[config.mk]
export PLATFORM = sky130hd
export DESIGN_NAME = isp_stream_scheduler
export DESIGN_NICKNAME = d
export VERILOG_FILES = /design/src/rtl/isp_stream_scheduler.sv
export SDC_FILE = /design/constraint.sdc
export NUM_CORES = 1
export LEC_CHECK = 0
export BUFFER_PORTS_ARGS = -buffer_cell sky130_fd_sc_hd__buf_2
export CAP_MARGIN = 10
export CORE_AREA = 2 2 114 72
export DETAILED_ROUTE_END_ITERATION = 6
export DIE_AREA = 0 0 116 74
export PLACE_DENSITY = 0.77
export SLEW_MARGIN = 40
export SYNTH_ARGS = -nofsm -noshare
export SYNTH_HDL_FRONTEND = slang
export SYNTH_SLANG_ARGS = --single-unit
[constraint.sdc]
create_clock -name byte_clk_i -period 2.4 [get_ports byte_clk_i]
set_input_delay 0.24 -clock byte_clk_i [delete_from_list [all_inputs] [get_ports byte_clk_i]]
set_output_delay 0.24 -clock byte_clk_i [all_outputs]
set_load 0.05 [all_outputs]
[src/rtl/isp_stream_scheduler.sv]
// Per-pipeline frame sequencer between the CSI-2 header decoder and the ISP pipelines.
// Optional feature macro: ISP_SCHED_ERR_CNT_EN enables the drop / DT-mismatch counters.
module isp_stream_scheduler #(
  parameter int PIPELINE_WIDTH = 4
) (
  input  logic                           byte_clk_i,
  input  logic                           byte_reset_i,
  input  logic [PIPELINE_WIDTH-1:0]      enable_reg_i,
  input  logic [PIPELINE_WIDTH-1:0][1:0] vc_reg_i,
  input  logic [PIPELINE_WIDTH-1:0][5:0] data_type_reg_i,
  input  logic                           header_valid_i,
  input  logic [1:0]                     header_vc_i,
  input  logic [5:0]                     header_dt_i,
  input  logic                           payload_active_i,
  input  logic [PIPELINE_WIDTH-1:0]      frame_done_i,
  output logic [3:0]                     activate_stream_o,
  output logic [PIPELINE_WIDTH-1:0]      frame_valid_o,
  output logic [PIPELINE_WIDTH-1:0]      line_valid_o,
  output logic [PIPELINE_WIDTH-1:0]      busy_o,
  output logic [PIPELINE_WIDTH-1:0][7:0] frame_drop_cnt_o,
  output logic [PIPELINE_WIDTH-1:0][7:0] dt_mismatch_cnt_o
);

  typedef enum logic [1:0] {IDLE, ACTIVE, DRAIN, SKIP} state_t;

  logic                      hdr_fs, hdr_fe, hdr_long;
  logic [PIPELINE_WIDTH-1:0] cand;
  logic [PIPELINE_WIDTH-1:0] sel_next;
  logic [PIPELINE_WIDTH-1:0] act_reg;
  logic                      payload_active_reg;

  assign hdr_fs   = header_valid_i && (header_dt_i == 6'h00);
  assign hdr_fe   = header_valid_i && (header_dt_i == 6'h01);
  assign hdr_long = header_valid_i && (header_dt_i >= 6'h10);

  for (genvar gi = 0; gi < PIPELINE_WIDTH; gi++) begin : g_pipe
    state_t      state_reg;
    logic        done_seen_reg;
    logic [1:0]  vc_lat_reg;
    logic [5:0]  dt_lat_reg;
    logic        frame_valid_reg;
    logic        busy_reg;
    logic        live_match;
    logic        lat_match;
    logic        done;

    // Live config only matters when a frame is accepted; afterwards the latched VC/DT rule.
    assign live_match = enable_reg_i[gi] && (vc_reg_i[gi] == header_vc_i);
    assign lat_match  = (header_vc_i == vc_lat_reg);
    assign done       = frame_done_i[gi];
    assign cand[gi]   = (state_reg == ACTIVE) && hdr_long && lat_match &&
                        (header_dt_i == dt_lat_reg);

    always_ff @(posedge byte_clk_i) begin
      if (byte_reset_i) begin
        state_reg       <= IDLE;
        done_seen_reg   <= 1'b0;
        vc_lat_reg      <= 2'd0;
        dt_lat_reg      <= 6'd0;
        frame_valid_reg <= 1'b0;
        busy_reg        <= 1'b0;
      end else begin
        case (state_reg)
          IDLE: begin
            if (hdr_fs && live_match) begin
              vc_lat_reg      <= vc_reg_i[gi];
              dt_lat_reg      <= data_type_reg_i[gi];
              frame_valid_reg <= 1'b1;
              busy_reg        <= 1'b1;
              state_reg       <= ACTIVE;
            end
          end
          ACTIVE: begin
            if (hdr_fs && lat_match) begin
              frame_valid_reg <= 1'b0;
              done_seen_reg   <= 1'b0;
              state_reg       <= SKIP;
            end else if (hdr_fe && lat_match) begin
              frame_valid_reg <= 1'b0;
              state_reg       <= DRAIN;
            end
          end
          DRAIN: begin
            if (done) begin
              // Done wins over a simultaneous FS, which is then accepted as a fresh frame.
              if (hdr_fs && live_match) begin
                vc_lat_reg      <= vc_reg_i[gi];
                dt_lat_reg      <= data_type_reg_i[gi];
                frame_valid_reg <= 1'b1;
                state_reg       <= ACTIVE;
              end else begin
                busy_reg  <= 1'b0;
                state_reg <= IDLE;
              end
            end else if (hdr_fs && lat_match) begin
              done_seen_reg <= 1'b0;
              state_reg     <= SKIP;
            end
          end
          SKIP: begin
            if (hdr_fe && lat_match) begin
              done_seen_reg <= 1'b0;
              if (done_seen_reg || done) begin
                busy_reg  <= 1'b0;
                state_reg <= IDLE;
              end else begin
                state_reg <= DRAIN;
              end
            end else if (done) begin
              done_seen_reg <= 1'b1;
            end
          end
          default: state_reg <= IDLE;
        endcase
      end
    end

    assign frame_valid_o[gi] = frame_valid_reg;
    assign busy_o[gi]        = busy_reg;

`ifdef ISP_SCHED_ERR_CNT_EN
    logic       drop_evt, mis_evt;
    logic [7:0] drop_cnt_reg, mis_cnt_reg;

    assign drop_evt = hdr_fs && lat_match &&
                      ((state_reg == ACTIVE) || ((state_reg == DRAIN) && !done));
    assign mis_evt  = (state_reg == ACTIVE) && hdr_long && lat_match &&
                      (header_dt_i != dt_lat_reg);

    always_ff @(posedge byte_clk_i) begin
      if (byte_reset_i) begin
        drop_cnt_reg <= 8'd0;
        mis_cnt_reg  <= 8'd0;
      end else begin
        if (drop_evt && (drop_cnt_reg != 8'hFF)) drop_cnt_reg <= drop_cnt_reg + 8'd1;
        if (mis_evt && (mis_cnt_reg != 8'hFF))   mis_cnt_reg  <= mis_cnt_reg + 8'd1;
      end
    end

    assign frame_drop_cnt_o[gi]  = drop_cnt_reg;
    assign dt_mismatch_cnt_o[gi] = mis_cnt_reg;
`else
    assign frame_drop_cnt_o[gi]  = 8'd0;
    assign dt_mismatch_cnt_o[gi] = 8'd0;
`endif
  end

  // Lowest-index candidate wins the payload.
  always_comb begin
    sel_next = '0;
    for (int i = PIPELINE_WIDTH - 1; i >= 0; i--) begin
      if (cand[i]) begin
        sel_next    = '0;
        sel_next[i] = 1'b1;
      end
    end
  end

  always_ff @(posedge byte_clk_i) begin
    if (byte_reset_i) begin
      act_reg            <= '0;
      payload_active_reg <= 1'b0;
    end else begin
      payload_active_reg <= payload_active_i;
      if (header_valid_i) begin
        act_reg <= sel_next;
      end else if (payload_active_reg && !payload_active_i) begin
        act_reg <= '0;
      end
    end
  end

  assign line_valid_o = act_reg;

  for (genvar gi = 0; gi < 4; gi++) begin : g_act
    if (gi < PIPELINE_WIDTH) begin : g_used
      assign activate_stream_o[gi] = act_reg[gi];
    end else begin : g_tied
      assign activate_stream_o[gi] = 1'b0;
    end
  end

endmodule
==> run metrics <==
PD cells=710 nW/um2; core area=roughly 7600 um2; io pins=roughly 130; dpl hpwl=between 6000 and 7000 um; Clk pwr share=0.530; Static Leak=between 1.5 and 2 nW; # setup viols final=0; Min-Delay Endpoint=g_pipe[3].dt_lat_reg[1]; worst reg2reg path startpoint=g_pipe[3].vc_lat_reg[1]; PnR Total Power=approximately 3 mW; Worst setup SP type=flop; pin count of the biggest net entering global routing=between 50 and 60; CTS tree=yes; RR Endpoint=activate_stream_o[3]; sw power=between 700 and 800 uW; vias per std cell=a little over 5; Initial Utilization=0.497; Routed WL=around 9000 um; final setup TNS=0 ns; total grt overflow=0; worst-skew pair later-pin latency=0.33 ns; hold path start=data_type_reg_i[19]; initial antenna violation count=0; Largest register FFs=24; vias in the first global route=about 2,800; flops & latches, synth=57; Routability Congestion=0.881; hold path depth=3; slowest cell on the critical path=or4_1; Post-Syn Area=approximately 3800 um2; # resized after CTS=0; Final period util=0.752; fin crit period=between 1.5 and 2 ns; top post-synthesis cells by count=buf_4, dfxtp_1, nor2_1, mux2i_1, xnor2_1; clock sink count=57; CTS Buf Count=9; via count=around 3,100; worst relative slew slack=0.593; final-report hold violation count=0; Peak VDD IR=328 uV; Worst-Margin Slew=slightly above 0.6 ns; HP Class=in2reg; R2R Setup Slk=~0.6 ns; clk buf depth=2; Die Height=between 70 and 80 um; first-pass GRT wire length=about 14,000 um; DRT antenna net count=0; clock skew=0.00530 ns; final std cells w/o fill=600; RSZ-0062 raised after global routing=no; clk root buf=clkbuf_16; crit path DAT=approximately 2 ns; ratio of cells with drive above 1 in the final layout=0.205; largest cells by area after synthesis=dfxtp_1, buf_4, mux2i_1; crit-path cells=xor2_1 > nor2_1 > nand2_1 > or4_1 > o31ai_1; CTS Hold Bufs=0; DP Worst Slack=between 0.2 and 0.3 ns; Sw Share=0.269; Post-synth EDFFs=0; Syn. warnings=0; CP Class=reg2reg; sequential area share after synthesis=0.303; most frequent cell after synthesis=buf_4; row cnt=25; Area growth syn-to-layout=9.78%; PortBufs=67; status=finished clean; area post-placement=~3800 um2; slowest cell delay on critical path=around 0.43 ns; share of the synthesized area in the top cell type=0.303; Top FF cell, synth=dfxtp_1; final setup margin=between 0.5 and 0.6 ns; Yosys top cell by area=dfxtp_1; DIE AREA=8580 um2; Logic pwr share=0.144; DIE WIDTH=~120 um; violation count after the first detailed-route iteration=around 280; Cells after Synth=between 400 and 500; design area=between 4000 and 5000 um2; GRT Total Usage=0.213; DP Cell Count=between 500 and 600; maxcap violations=0; crit end category=flop; antenna fix cells=0; Distinct cells, synth=60; Pre-antenna DRT Iters=5; setup bufs post-CTS=0; Register-to-Register Path Depth=5; Critical Path RT=between 2 and 3 ns; internal power=about 2.1 mW; f_max=~0.55 GHz; syn_area_per_cell=between 8 and 9 um2; htree depth=3; clk slew on worst S/H paths=about 0.05 ns; final net count=539; sequential power share=0.326; DR WL/cell=about 15 um; Max Slew Vio Count=0; Async S/R FF share, synth=0; DRC Markers=0; Critical Path Fanout Max=5
[power by group through the flow]
stage	registers [mW]	logic, mW	clock network, mW
after floorplan	0.975	0.430	0
after global placement	0.975	0.411	0
after detailed placement	0.975	0.415	0
after CTS	0.955	0.417	1.56
after global routing	0.955	0.446	1.61
final	0.956	0.423	1.55
[how the worst max path moves through the flow]
stage                                  startpoint                 endpoint  slack [ns]
final                     g_pipe[3].vc_lat_reg[1]     activate_stream_o[3]        0.60
after detailed placement           header_dt_i[4]  g_pipe[1].dt_lat_reg[2]        0.27
after floorplan                    header_dt_i[5]  g_pipe[0].dt_lat_reg[0]        0.59
after global placement             header_dt_i[5]  g_pipe[1].dt_lat_reg[2]        0.33
after CTS                          header_dt_i[4]  g_pipe[1].dt_lat_reg[2]        0.60
after global routing               header_dt_i[4]  g_pipe[1].dt_lat_reg[2]        0.48
[kinds of logic after synthesis]
family,count (synthesis),share of synthesized area
AND/OR/NAND/NOR,134,0.193
buffers and inverters,110,0.204
AO/OA/AOI/OAI,73,0.129
flip-flops,57,0.303
XOR/XNOR,36,0.0838
multiplexers,32,0.0852
other,1,0.000997
[worst max-delay path, delay by kind of cell, from the launching register on]
family | cells | cell delay (ns)
AOI/OAI and AO/OA | 1 | 0.20
xor gates and xnor gates | 1 | 0.18
DFF | 1 | 0.33
and+or+nand+nor | 3 | 1.00
[routing by layer]
layer / global-route usage / vias up / wire, um
met5: 0 / - / 0
met4: 0.0595 / 0 / 68
met3: 0.0562 / 7 / 812
met2: 0.329 / 156 / 4030
met1: 0.298 / 1446 / 4120
li1: - / 1486 / -
[cell usage in the layout (no fill, tap or decap), types with 4 or more instances in the layout]
master     count
buf_2         67
conb_1        64
dfxtp_1       57
nor2_1        55
mux2i_1       32
xnor2_1       29
a21oi_1       24
nand2_1       18
nor3_1        14
nand3_1       11
o21ai_0       11
inv_1          9
clkbuf_16      9
xor2_1         7
nand4_1        6
a31oi_1        4
o31ai_1        4
a22oi_1        4
bufinv_16      4
buf_4          4
[final cells by class]
cell class	count	area, um2
fill	692	3440
tap	108	135
clock inverter	6	130
multi-input combinational	339	2090
sequential	57	1140
inverter	9	33.8
timing repair buffer	71	365
clock buffer	10	229
[stage by stage]
| stage | utilization | hold slack [ns] |
|---|---|---|
| CTS | 0.545 | 0.144 |
| global route | 0.545 | 0.150 |
| detailed placement | 0.498 | 0.470 |
| global placement | 0.498 | 0.455 |
| finish | 0.545 | 0.148 |
| floorplan | - | 0.384 |
Note: power is estimated with default switching activity, not from simulation.
